--- src/rtl/simple_axi_master.sv ---
// simple_axi_master: single-outstanding AXI4-Lite master.
// Turns one command on the cmd_* port into one AXI4-Lite read or write and returns the
// result on the rsp_* port. Every AXI and rsp_* output comes straight from a register.
// cmd_ready is also registered, from the next state, so it stays low while rst is held.
module simple_axi_master #(
  parameter int unsigned ADDR_WIDTH_BITS  = 3,
  parameter int unsigned DATA_WIDTH_BYTES = 4,
  localparam int unsigned DATA_WIDTH_BITS = DATA_WIDTH_BYTES * 8
) (
  input  logic                        clk,
  input  logic                        rst,
  // Command port
  input  logic                        cmd_valid,
  output logic                        cmd_ready,
  input  logic                        cmd_write,
  input  logic [ADDR_WIDTH_BITS-1:0]  cmd_addr,
  input  logic [DATA_WIDTH_BITS-1:0]  cmd_wdata,
  input  logic [DATA_WIDTH_BYTES-1:0] cmd_wstrb,
  // Response port
  output logic                        rsp_valid,
  input  logic                        rsp_ready,
  output logic [DATA_WIDTH_BITS-1:0]  rsp_rdata,
  output logic [1:0]                  rsp_resp,
  output logic [15:0]                 err_count,
  // AR channel
  output logic                        ARVALID,
  input  logic                        ARREADY,
  output logic [ADDR_WIDTH_BITS-1:0]  ARADDR,
  output logic [2:0]                  ARPROT,
  // R channel
  input  logic                        RVALID,
  output logic                        RREADY,
  input  logic [DATA_WIDTH_BITS-1:0]  RDATA,
  input  logic [1:0]                  RRESP,
  // AW channel
  output logic                        AWVALID,
  input  logic                        AWREADY,
  output logic [ADDR_WIDTH_BITS-1:0]  AWADDR,
  output logic [2:0]                  AWPROT,
  // W channel
  output logic                        WVALID,
  input  logic                        WREADY,
  output logic [DATA_WIDTH_BITS-1:0]  WDATA,
  output logic [DATA_WIDTH_BYTES-1:0] WSTRB,
  // B channel
  input  logic                        BVALID,
  output logic                        BREADY,
  input  logic [1:0]                  BRESP
);

  localparam logic [2:0] S_IDLE    = 3'd0;
  localparam logic [2:0] S_WR_REQ  = 3'd1;
  localparam logic [2:0] S_WR_RESP = 3'd2;
  localparam logic [2:0] S_RD_ADDR = 3'd3;
  localparam logic [2:0] S_RD_DATA = 3'd4;
  localparam logic [2:0] S_RSP     = 3'd5;

  logic [2:0]                  r_state;
  logic [2:0]                  w_state_d;

  logic                        r_cmd_ready;
  logic                        r_awvalid;
  logic [ADDR_WIDTH_BITS-1:0]  r_awaddr;
  logic                        r_wvalid;
  logic [DATA_WIDTH_BITS-1:0]  r_wdata;
  logic [DATA_WIDTH_BYTES-1:0] r_wstrb;
  logic                        r_bready;
  logic                        r_arvalid;
  logic [ADDR_WIDTH_BITS-1:0]  r_araddr;
  logic                        r_rready;
  logic                        r_rsp_valid;
  logic [DATA_WIDTH_BITS-1:0]  r_rsp_rdata;
  logic [1:0]                  r_rsp_resp;
  logic [15:0]                 r_err_count;

  logic                        w_cmd_fire;
  logic                        w_aw_fire;
  logic                        w_w_fire;
  logic                        w_ar_fire;
  logic                        w_b_fire;
  logic                        w_r_fire;
  logic                        w_rsp_fire;
  logic                        w_aw_pend;
  logic                        w_w_pend;
  logic                        w_enter_rsp;
  logic [1:0]                  w_new_resp;

  // Handshake decode. The ready/valid registers are only ever high in their own state, so
  // no extra state qualification is needed here.
  assign w_cmd_fire  = cmd_valid && r_cmd_ready;
  assign w_aw_fire   = r_awvalid && AWREADY;
  assign w_w_fire    = r_wvalid && WREADY;
  assign w_ar_fire   = r_arvalid && ARREADY;
  assign w_b_fire    = r_bready && BVALID;
  assign w_r_fire    = r_rready && RVALID;
  assign w_rsp_fire  = r_rsp_valid && rsp_ready;
  assign w_aw_pend   = r_awvalid && !AWREADY;
  assign w_w_pend    = r_wvalid && !WREADY;
  assign w_enter_rsp = w_b_fire || w_r_fire;
  assign w_new_resp  = w_b_fire ? BRESP : RRESP;

  // Next-state selection for the transaction sequencer.
  always_comb begin
    w_state_d = r_state;
    case (r_state)
      S_IDLE:    if (w_cmd_fire) w_state_d = cmd_write ? S_WR_REQ : S_RD_ADDR;
      // AW and W retire independently; leave once neither is still pending.
      S_WR_REQ:  if (!w_aw_pend && !w_w_pend) w_state_d = S_WR_RESP;
      S_WR_RESP: if (w_b_fire) w_state_d = S_RSP;
      S_RD_ADDR: if (w_ar_fire) w_state_d = S_RD_DATA;
      S_RD_DATA: if (w_r_fire) w_state_d = S_RSP;
      S_RSP:     if (w_rsp_fire) w_state_d = S_IDLE;
      default:   w_state_d = S_IDLE;
    endcase
  end

  // State register plus the purely state-derived ready/valid flags.
  always_ff @(posedge clk) begin
    if (rst) begin
      r_state     <= S_IDLE;
      r_cmd_ready <= 1'b0;
      r_bready    <= 1'b0;
      r_rready    <= 1'b0;
      r_rsp_valid <= 1'b0;
    end else begin
      r_state     <= w_state_d;
      r_cmd_ready <= (w_state_d == S_IDLE);
      r_bready    <= (w_state_d == S_WR_RESP);
      r_rready    <= (w_state_d == S_RD_DATA);
      r_rsp_valid <= (w_state_d == S_RSP);
    end
  end

  // AW channel: raised on a write command, dropped (with its payload) on its own handshake.
  always_ff @(posedge clk) begin
    if (rst) begin
      r_awvalid <= 1'b0;
      r_awaddr  <= '0;
    end else if (w_cmd_fire && cmd_write) begin
      r_awvalid <= 1'b1;
      r_awaddr  <= cmd_addr;
    end else if (w_aw_fire) begin
      r_awvalid <= 1'b0;
      r_awaddr  <= '0;
    end
  end

  // W channel: same life cycle as AW but retires independently of it.
  always_ff @(posedge clk) begin
    if (rst) begin
      r_wvalid <= 1'b0;
      r_wdata  <= '0;
      r_wstrb  <= '0;
    end else if (w_cmd_fire && cmd_write) begin
      r_wvalid <= 1'b1;
      r_wdata  <= cmd_wdata;
      r_wstrb  <= cmd_wstrb;
    end else if (w_w_fire) begin
      r_wvalid <= 1'b0;
      r_wdata  <= '0;
      r_wstrb  <= '0;
    end
  end

  // AR channel: raised on a read command, held until ARREADY.
  always_ff @(posedge clk) begin
    if (rst) begin
      r_arvalid <= 1'b0;
      r_araddr  <= '0;
    end else if (w_cmd_fire && !cmd_write) begin
      r_arvalid <= 1'b1;
      r_araddr  <= cmd_addr;
    end else if (w_ar_fire) begin
      r_arvalid <= 1'b0;
      r_araddr  <= '0;
    end
  end

  // Response payload: captured on the B or R handshake, cleared once consumed.
  always_ff @(posedge clk) begin
    if (rst) begin
      r_rsp_rdata <= '0;
      r_rsp_resp  <= 2'b00;
    end else if (w_enter_rsp) begin
      r_rsp_rdata <= w_r_fire ? RDATA : '0;
      r_rsp_resp  <= w_new_resp;
    end else if (w_rsp_fire) begin
      r_rsp_rdata <= '0;
      r_rsp_resp  <= 2'b00;
    end
  end

  // Saturating count of non-OKAY responses.
  always_ff @(posedge clk) begin
    if (rst) begin
      r_err_count <= 16'd0;
    end else if (w_enter_rsp && (w_new_resp != 2'b00) && (r_err_count != 16'hFFFF)) begin
      r_err_count <= r_err_count + 16'd1;
    end
  end

  assign cmd_ready = r_cmd_ready;
  assign rsp_valid = r_rsp_valid;
  assign rsp_rdata = r_rsp_rdata;
  assign rsp_resp  = r_rsp_resp;
  assign err_count = r_err_count;

  assign ARVALID = r_arvalid;
  assign ARADDR  = r_araddr;
  assign ARPROT  = 3'b000;
  assign RREADY  = r_rready;
  assign AWVALID = r_awvalid;
  assign AWADDR  = r_awaddr;
  assign AWPROT  = 3'b000;
  assign WVALID  = r_wvalid;
  assign WDATA   = r_wdata;
  assign WSTRB   = r_wstrb;
  assign BREADY  = r_bready;

endmodule

--- config.mk ---
export PLATFORM = sky130hd
export DESIGN_NAME = simple_axi_master
export DESIGN_NICKNAME = d
export VERILOG_FILES = /design/src/rtl/simple_axi_master.sv
export SDC_FILE = /design/constraint.sdc
export NUM_CORES = 1
export LEC_CHECK = 0
export BUFFER_PORTS_ARGS = -buffer_cell sky130_fd_sc_hd__buf_2
export CAP_MARGIN = 20
export CORE_MARGIN = 2
export CORE_UTILIZATION = 45
export CTS_CLUSTER_SIZE = 8
export DETAILED_ROUTE_END_ITERATION = 8
export PLACE_DENSITY = 0.79
export SLEW_MARGIN = 20
export SYNTH_ARGS = -nofsm -noshare
export SYNTH_HDL_FRONTEND = slang
export SYNTH_SLANG_ARGS = --single-unit
--- constraint.sdc ---
create_clock -name clk -period 2.9 [get_ports clk]
set_clock_uncertainty 0.2 [all_clocks]
set_input_delay 0.58 -clock clk [delete_from_list [all_inputs] [get_ports clk]]
set_output_delay 0.58 -clock clk [all_outputs]
set_load 0.05 [all_outputs]
* Yosys cells after proc, flatten, opt, wreduce, memory -nomap -nowiden
Index checks and enable logic that the tools add are counted.
** Cells by class
- Add/sub/neg operators :: 1
- Eq/ne operators :: 9
- Muxes and demuxes :: 28
- Reductions and logical operators :: 27
** Operators by type and width (count)
- 2-to-1 mux 32 bit :: 5
- 2-to-1 mux 3 bit :: 10
- one-hot mux 3 bit (6 select lines) :: 1
- adder 16 x 1 -> 16 bit (second input constant) :: 1
- inequality test 16 bit (second input constant) :: 1
- logical AND 1 bit :: 14
- == test 3 bit (second input constant) :: 4
- nonzero test 2 bit :: 5
- == test 3 x 2 -> 1 bit (second input constant) :: 3
- 2-to-1 mux 2 bit :: 4
- 2-to-1 mux 4 bit :: 2
- logical NOT 3 bit :: 2
- 2-to-1 mux 1 bit :: 6
- logical NOT 1 bit :: 5
- == test 3 x 1 -> 1 bit (second input constant) :: 1
- logical OR 1 bit :: 1
** Word-level totals
- Input bits :: 85
- Register bits after elaboration :: 102

* Depth between registers and ports, before layout
Gate-level depths: netlist of the first run.
- Depth after elaboration :: 7
- Gate-level depth with buffers :: 7
- Gate-level depth less buffers :: 6

* Least setup slack after synthesis of the first run
OpenSTA, ideal clock, no wires.
- Kind :: reg2reg
- Start point :: register r_err_count[0], in the netlist err_count[0]
- End point :: register r_err_count[2], in the netlist err_count[2]
- Setup slack :: 0.273 ns
- Period minus slack after synthesis :: 2.627 ns
- Data arrival time :: 2.300 ns
- Path buffers :: 1
- Stages on the path, launching flop included :: 8
- Data required time :: 2.572 ns
- Cells stage by stage :: dfxtp_1 > ha_1 > nand4_1 > nor4_1 > clkbuf_1 > nor3b_1 > xnor2_1 > nor2_1
** On the way
- Longest elaborated chain between the ends :: 2
** RTL lines
- start, declared :: line 74 : logic [15:0] r_err_count;
- start signal, assigned :: line 198 : r_err_count <= r_err_count + 16'd1;
- parallel branches: the longest is 2 deep, another holds adder 16 x 1 -> 16 bit
Several ways; the timed one is not identified.
A chain may end at the register's enable or synchronous reset.

* Worst setup path in the final report of the first run
- Start point :: register r_err_count[4], in the netlist err_count[4]
- End point :: register r_err_count[15], in the netlist err_count[15]
Same word-level chain as after synthesis.

==> impl_results.md, run 1 <==
* Crit path time final at 2.27 ns
* Slew @ Worst Pin at ~0.76 ns
* Family with the most delay on the worst path: simple AND/OR/NAND/NOR gates
* Initial antenna violation count at 1
* Synth cell types at 39
* Pins Over Slew Limit at 0
* Clock Latency Late Sink at 0.35 ns
* Area share of the largest cell type after synthesis at 54.2%
* Tcrit/Tclk final at 78.3%
* H-Tree Level Count at 3
* Hold_buf cts at 0
* Worst setup path category: reg -> reg
* Critical Path Max Stage Delay at 0.52 ns
* I/O Buffers at approximately 180
* Syn-to-layout area delta at 32.1%
* Share of the yosys chip area belonging to registers at between 50% and 60%
* Headroom to the max-slew limit at 49.6%
* CTS clk-pin slew, worst paths at 0.10 ns
* GP Congestion at 0.765
* Final Hold Viols at 0
* M3 GR Usage at slightly above 7%
* Initial core utilization at 46.1%
* Drt pass-1 iters at 5
* Outcome: completed
* Post-Syn Area at 3770 sq um
* Most used DFF post-synth: dfxtp_1
* Final setup violation count at 0
* Post-cts sizing count at 0
* Residual DRC at 0
* Yosys reg bits at 102
* Commonest cells in the synthesized netlist: 102 x dfxtp_1, 90 x nor2_1, 68 x a22oi_1
* DR vias/cell at 5.22
* Worst vdd rail ir drop at 0.292 mV
* Pin count of the biggest net entering global routing at 44
* Crit-path cells: and3_1 -> or3b_1 -> or4b_4 -> or3_1 -> a21oi_1
* DP HPWL at 6900 um
* Final nets at 669
* Routing usage on met2 at around a third
* Fin util at 60.9%
* CP Max Fanout at 4
* YS warnings at 0
* Most Crowded Layer GR: met2
* IO Pins at between 150 and 200
* Global-route wire length before repair at 14500 um
* Multi-input logic area at 1590 sq um
* Worst Setup SP: err_count[4]
* GRT Overall Usage at between 20% and 30%
* Filler cell count at between 700 and 800
* Cell area power density at 555 nW/um^2
* Die height at between 90 and 100 um
* # clock sinks at 102
* WP buf/inv at 0
* FF+latch area at 2040 sq um
* FMAX at 440 MHz
* Mapped Cells at 413
* Yosys top cell by area: dfxtp_1
* Core area at 8180 sq um
* WL final at 9570 um
* Longest Clk Path Bufs at 2
* Vias in the first global route at 3193
* Crit start category: flop
* M1 GR Usage at 24.9%
* Row count at 33
* Via count at 3622
* Initial drt markers at 199
* RSZ-0062 raised after global routing: false
* Top post-synthesis cells by area: dfxtp_1 54%, a22oi_1 14%, nor2_1 9.0%
* CP required at 2.98 ns
* Clk root buf: clkbuf_8
* Most common cell in the synthesized netlist: dfxtp_1
* TritonCTS clock tree: done
* WL per Instance at 13.8 um
* Number of synthesized flops with an enable pin at 0
* Die W at about 96 um
* ANT nets after route at 0
* Max Cap Viol at 0
* Worst min path class: in -> reg
* Min-delay src: cmd_wdata[16]
* Pleak at 2.24 nW
* Total gr overflow at 0
* Asr flop ratio synth at 0%
* Crit. End Element: flop
* CTS Buf Count at 9
* Full die area at 9120 sq um
* TNS Setup at 0 ns
* CP max stage cell: or4b_4
* Crit path arrival time at between 2 and 2.5 ns
* Postcts setup bufs at 0
* Layout cells sized above 1 at a little over a third
* Reg-to-Reg Start: err_count[4]
* Synth Area per Inst at 9.12 sq um
layout by cell type, fill, tap and decap left out, types with 5 or more instances in the layout:
cell type / n
buf_4: 5
buf_2: 183
nand3_1: 14
nor4_1: 6
conb_1: 6
nand2_1: 16
a21oi_1: 15
xnor2_1: 13
nor3_1: 5
dfxtp_1: 102
nor2_1: 90
a22oi_1: 68
clkbuf_8: 9
sequential cells by signal, summed over array words and instances (netlist names):
| register | cells |
|---|---|
| r_state | 3 |
| WSTRB | 4 |
| err_count | 16 |
| rsp_rdata | 32 |
| BREADY | 1 |
| rsp_resp | 2 |
| WVALID | 1 |
| rsp_valid | 1 |
| AWADDR | 3 |
| ARADDR | 3 |
| RREADY | 1 |
| cmd_ready | 1 |
| WDATA | 32 |
| AWVALID | 1 |
| ARVALID | 1 |
final timing paths:
path | slack (ns) | endpoint | cells after the start
hold reg to reg | 0.28 | AWADDR[0] | 2
setup / recovery | 0.63 | err_count[15] | 5
hold / removal | 0.27 | WDATA[16] | 3
setup reg to reg | 0.63 | err_count[15] | 5
cells by family after synthesis:
logic type	after synthesis	synth area share (%)
flip-flops	102	54.2
XOR/XNOR	14	3.25
AND/OR/NAND/NOR	157	19.0
other	1	0.0995
buffers and inverters	39	4.68
adder cells (fa/ha/maj)	1	0.332
AO/OA/AOI/OAI	99	18.5
worst register-to-register path, cell delays in order, from the launching register on:
cell and delay, ns:
dfxtp_1 0.42, and3_1 0.19, or3b_1 0.41, or4b_4 0.52, or3_1 0.33, a21oi_1 0.14
through the flow:
step / total power [mW] / setup slack (ns) / std cells / cell area [sq um] / hold WS, ns
after floorplan: 1.80 / 0.273 / 418 / 3790 / 0.391
after global placement: 1.92 / 0.401 / 677 / 4790 / 0.257
after detailed placement: 1.93 / 0.383 / 677 / 4790 / 0.265
after CTS: 2.80 / 0.628 / 693 / 4980 / 0.253
after global routing: 2.89 / 0.525 / 693 / 4980 / 0.258
final: 2.77 / 0.629 / 694 / 4980 / 0.269
power by group:
| part | internal [mW] | switching (mW) | total (mW) |
|---|---|---|---|
| logic | 0.131 | 0.293 | 0.424 |
| registers | 1.44 | 0.0318 | 1.47 |
| clock network | 0.402 | 0.466 | 0.868 |
layer usage:
metal | vias to the layer above | part of all wire (%)
met5 | - | 0
met4 | 0 | 1.5
met3 | 12 | 9.5
met2 | 148 | 48
met1 | 1680 | 41
li1 | 1782 | -
area by class of cell:
type                    instances  share of cell area [%]
flip-flops and latches        102                    41.0
multi-input cells             277                    32.0
repair buffers                191                    20.4
clock buffers                  11                    2.64
well taps                     105                    2.64
clock inverters                 5                    1.21
inverters                       2                   0.151
diodes                          1                  0.0503
Note: power is estimated with default switching activity, not from simulation.
==> run 2: changes to the inputs <==
CORE_UTILIZATION = 41   (was 45)
PLACE_DENSITY = 0.76   (was 0.79)
clock period = 1.9 ns   (was 2.9 ns; I/O delays follow)
==> run 2 against run 1 <==
  * The flow now finishes with violations (setup timing)
  * Count of clock-buffer cells in the layout shrank 2
  * Cell count grew 4.2%
  * Register-to-register slack lost 0.85 ns
  * First-iteration DRC count shrank 37%
  * Sequential share of layout area shrank 2.3 points
  * Hold slack lost 0.20 ns
  * Worst setup slack lost 0.85 ns
  * Via count grew 3.9%
  * Fmax grew 7.2%
  * Combinational power grew 62%
  * Total power grew 58%
  * Critical path type unchanged
  * Largest cell class unchanged
  * Largest power group unchanged
==> impl_results.md, run 2 (same netlist as run 1, synthesis figures left out) <==
* H-Tree Level Count at 3 (unchanged)
* Clk root buf: clkbuf_8
* Cell area power density at 813 nW/um^2 (+46%)
* Total gr overflow at 0 (unchanged)
* Layout cells sized above 1 at 43.4% (+7.5 points)
* Pleak at 2.44 nW (+8.8%)
* Die height at 99.9 um (+4.6%)
* Headroom to the max-slew limit at 63.1% (+13 points)
* DR vias/cell at 5.20 (-0.30%)
* Final instance area at 5390 sq um (+8.1%)
* CTS clk-pin slew, worst paths at 0.09 ns (about the same)
* WL final at 10400 um (+8.3%)
* CP Max Fanout at 4 (unchanged)
* Pin count of the biggest net entering global routing at 40 (-9.1%)
* Clock Latency Late Sink at 0.35 ns (about the same)
* Worst R2R Setup Slack at -0.22 ns (-0.85 ns)
* Crit path time final at 2.12 ns (-0.153 ns)
* Initial antenna violation count at 0 (-1)
* IO Pins at 190 (unchanged)
* Failing checks: setup timing
* Crit. End Element: flop
* FMAX at 472 MHz (+7.2%)
* Residual DRC at 0 (unchanged)
* M3 GR Usage at 6.13% (-0.99 points)
* Most frequent cells in the layout: 183 x buf_2, 90 x nor2_1, 87 x dfxtp_1, 68 x a22oi_1, 29 x buf_4
* Core area at 8810 sq um (+7.7%)
* Full die area at 9980 sq um (+9.3%)
* Slew @ Worst Pin at 0.553 ns (-0.202 ns)
* Worst vdd rail ir drop at 0.418 mV (+43%)
* Ant diodes at 0 (-1)
* Via count at 3762 (+3.9%)
* Filler cell count at 780 (+7.4%)
* RSZ-0062 raised after global routing: true
* Longest Clk Path Bufs at 2 (unchanged)
* Final nets at 697 (+4.2%)
* CTS Buf Count at 9 (unchanged)
* Final setup violation count at 14 (+14)
* M1 GR Usage at 23.2% (-1.7 points)
* Worst setup path category: reg -> reg
* Most Crowded Layer GR: met2
* Final Hold Viols at 0 (unchanged)
* TritonCTS clock tree: done
* Pins Over Slew Limit at 0 (unchanged)
* Drt pass-1 iters at 5 (unchanged)
* Fin util at 61.2% (+0.24 points)
* Crit start category: flop
* Crit path arrival time at 2.21 ns (-0.14 ns)
* Max Cap Viol at 0 (unchanged)
* Die W at 99.9 um (+4.6%)
* # clock sinks at 102 (unchanged)
* Tcrit/Tclk final at 111% (+33 points)
* Vias in the first global route at 3467 (+8.6%)
* Worst Slack Setup Final at -0.218 ns (-0.847 ns)
* Routing usage on met2 at 33.1% (+0.30 points)
* GRT Overall Usage at 19.5% (-0.71 points)
* Area after DPL at 5040 sq um (+5.3%)
* Syn-to-layout area delta at 42.9%
* Most common cell after layout, fill and taps aside: buf_2
* I/O Buffers at 183 (unchanged)
* Outcome: finished with violations
* Initial drt markers at 126 (-37%)
* WL per Instance at 14.3 um (+4.0%)
* CP required at 1.99 ns (-0.99 ns)
* ANT nets after route at 0 (unchanged)
* GP Congestion at 0.792 (+3.5%)
* Global-route wire length before repair at 15900 um (+9.6%)
* Row count at 34 (+3.0%)
* Worst min path class: in -> reg
* Hold_buf cts at 0 (unchanged)
* Initial core utilization at 42.8% (-3.3 points)
* DP HPWL at 7400 um (+7.2%)
run 2: final timing paths:
kind | cells after the start | start | end
max | 5 | err_count[1] | err_count[15]
min | 3 | cmd_wdata[9] | WDATA[9]
max reg2reg | 5 | err_count[1] | err_count[15]
min reg2reg | 2 | AWADDR[1] | AWADDR[1]
run 2: layer usage:
layer	vias up	wire length [um]	part of all wire, %
met5	-	0	0
met4	0	217	2.1
met3	18	872	8.4
met2	147	5010	48
met1	1760	4270	41
li1	1837	-	-
run 2: metrics by stage:
step / power, mW / worst slack [ns] / hold slack, ns / instances / setup TNS (ns)
final: 4.38 / -0.218 / 0.0684 / 723 / -1.20
after global routing: 4.57 / -0.313 / 0.0540 / 723 / -3.08
after CTS: 4.43 / -0.209 / 0.0497 / 719 / -0.342
after detailed placement: 2.97 / -0.270 / 0.263 / 704 / -1.14
after floorplan: 2.73 / -0.294 / 0.316 / 418 / -4.57
after global placement: 2.96 / -0.254 / 0.254 / 704 / -0.766
run 2: worst max-delay path: stages, from the launching register on:
cell	delay, ns
dfxtp_4	0.37
and3_4	0.18
or3b_4	0.38
or4b_4	0.49
or3_4	0.34
a21oi_2	0.11
run 2: timing repair:
item                       in CTS  in global routing
resized for setup               5                 17
pin swaps                       2                  7
buffers inserted                0                  3
setup endpoints to repair       5                 16
gates cloned                    0                  1
run 2: area by class of cell:
class                   instances  area [sq um]  share of cell area (%)
clock inverters                 6          85.1                    1.58
flip-flops and latches        102          2090                    38.7
inverters                       2          7.51                   0.139
clock buffers                   9           124                    2.30
repair buffers                219          1260                    23.3
multi-input cells             277          1690                    31.4
well taps                     108           135                    2.51
run 2: power by group:
part / switching, mW / total [mW] / leakage (nW) / internal, mW
registers: 0.0466 / 2.24 / 0.835 / 2.19
clock network: 0.714 / 1.45 / 0.110 / 0.736
logic: 0.463 / 0.688 / 1.49 / 0.225
total: 1.22 / 4.38 / 2.44 / 3.15
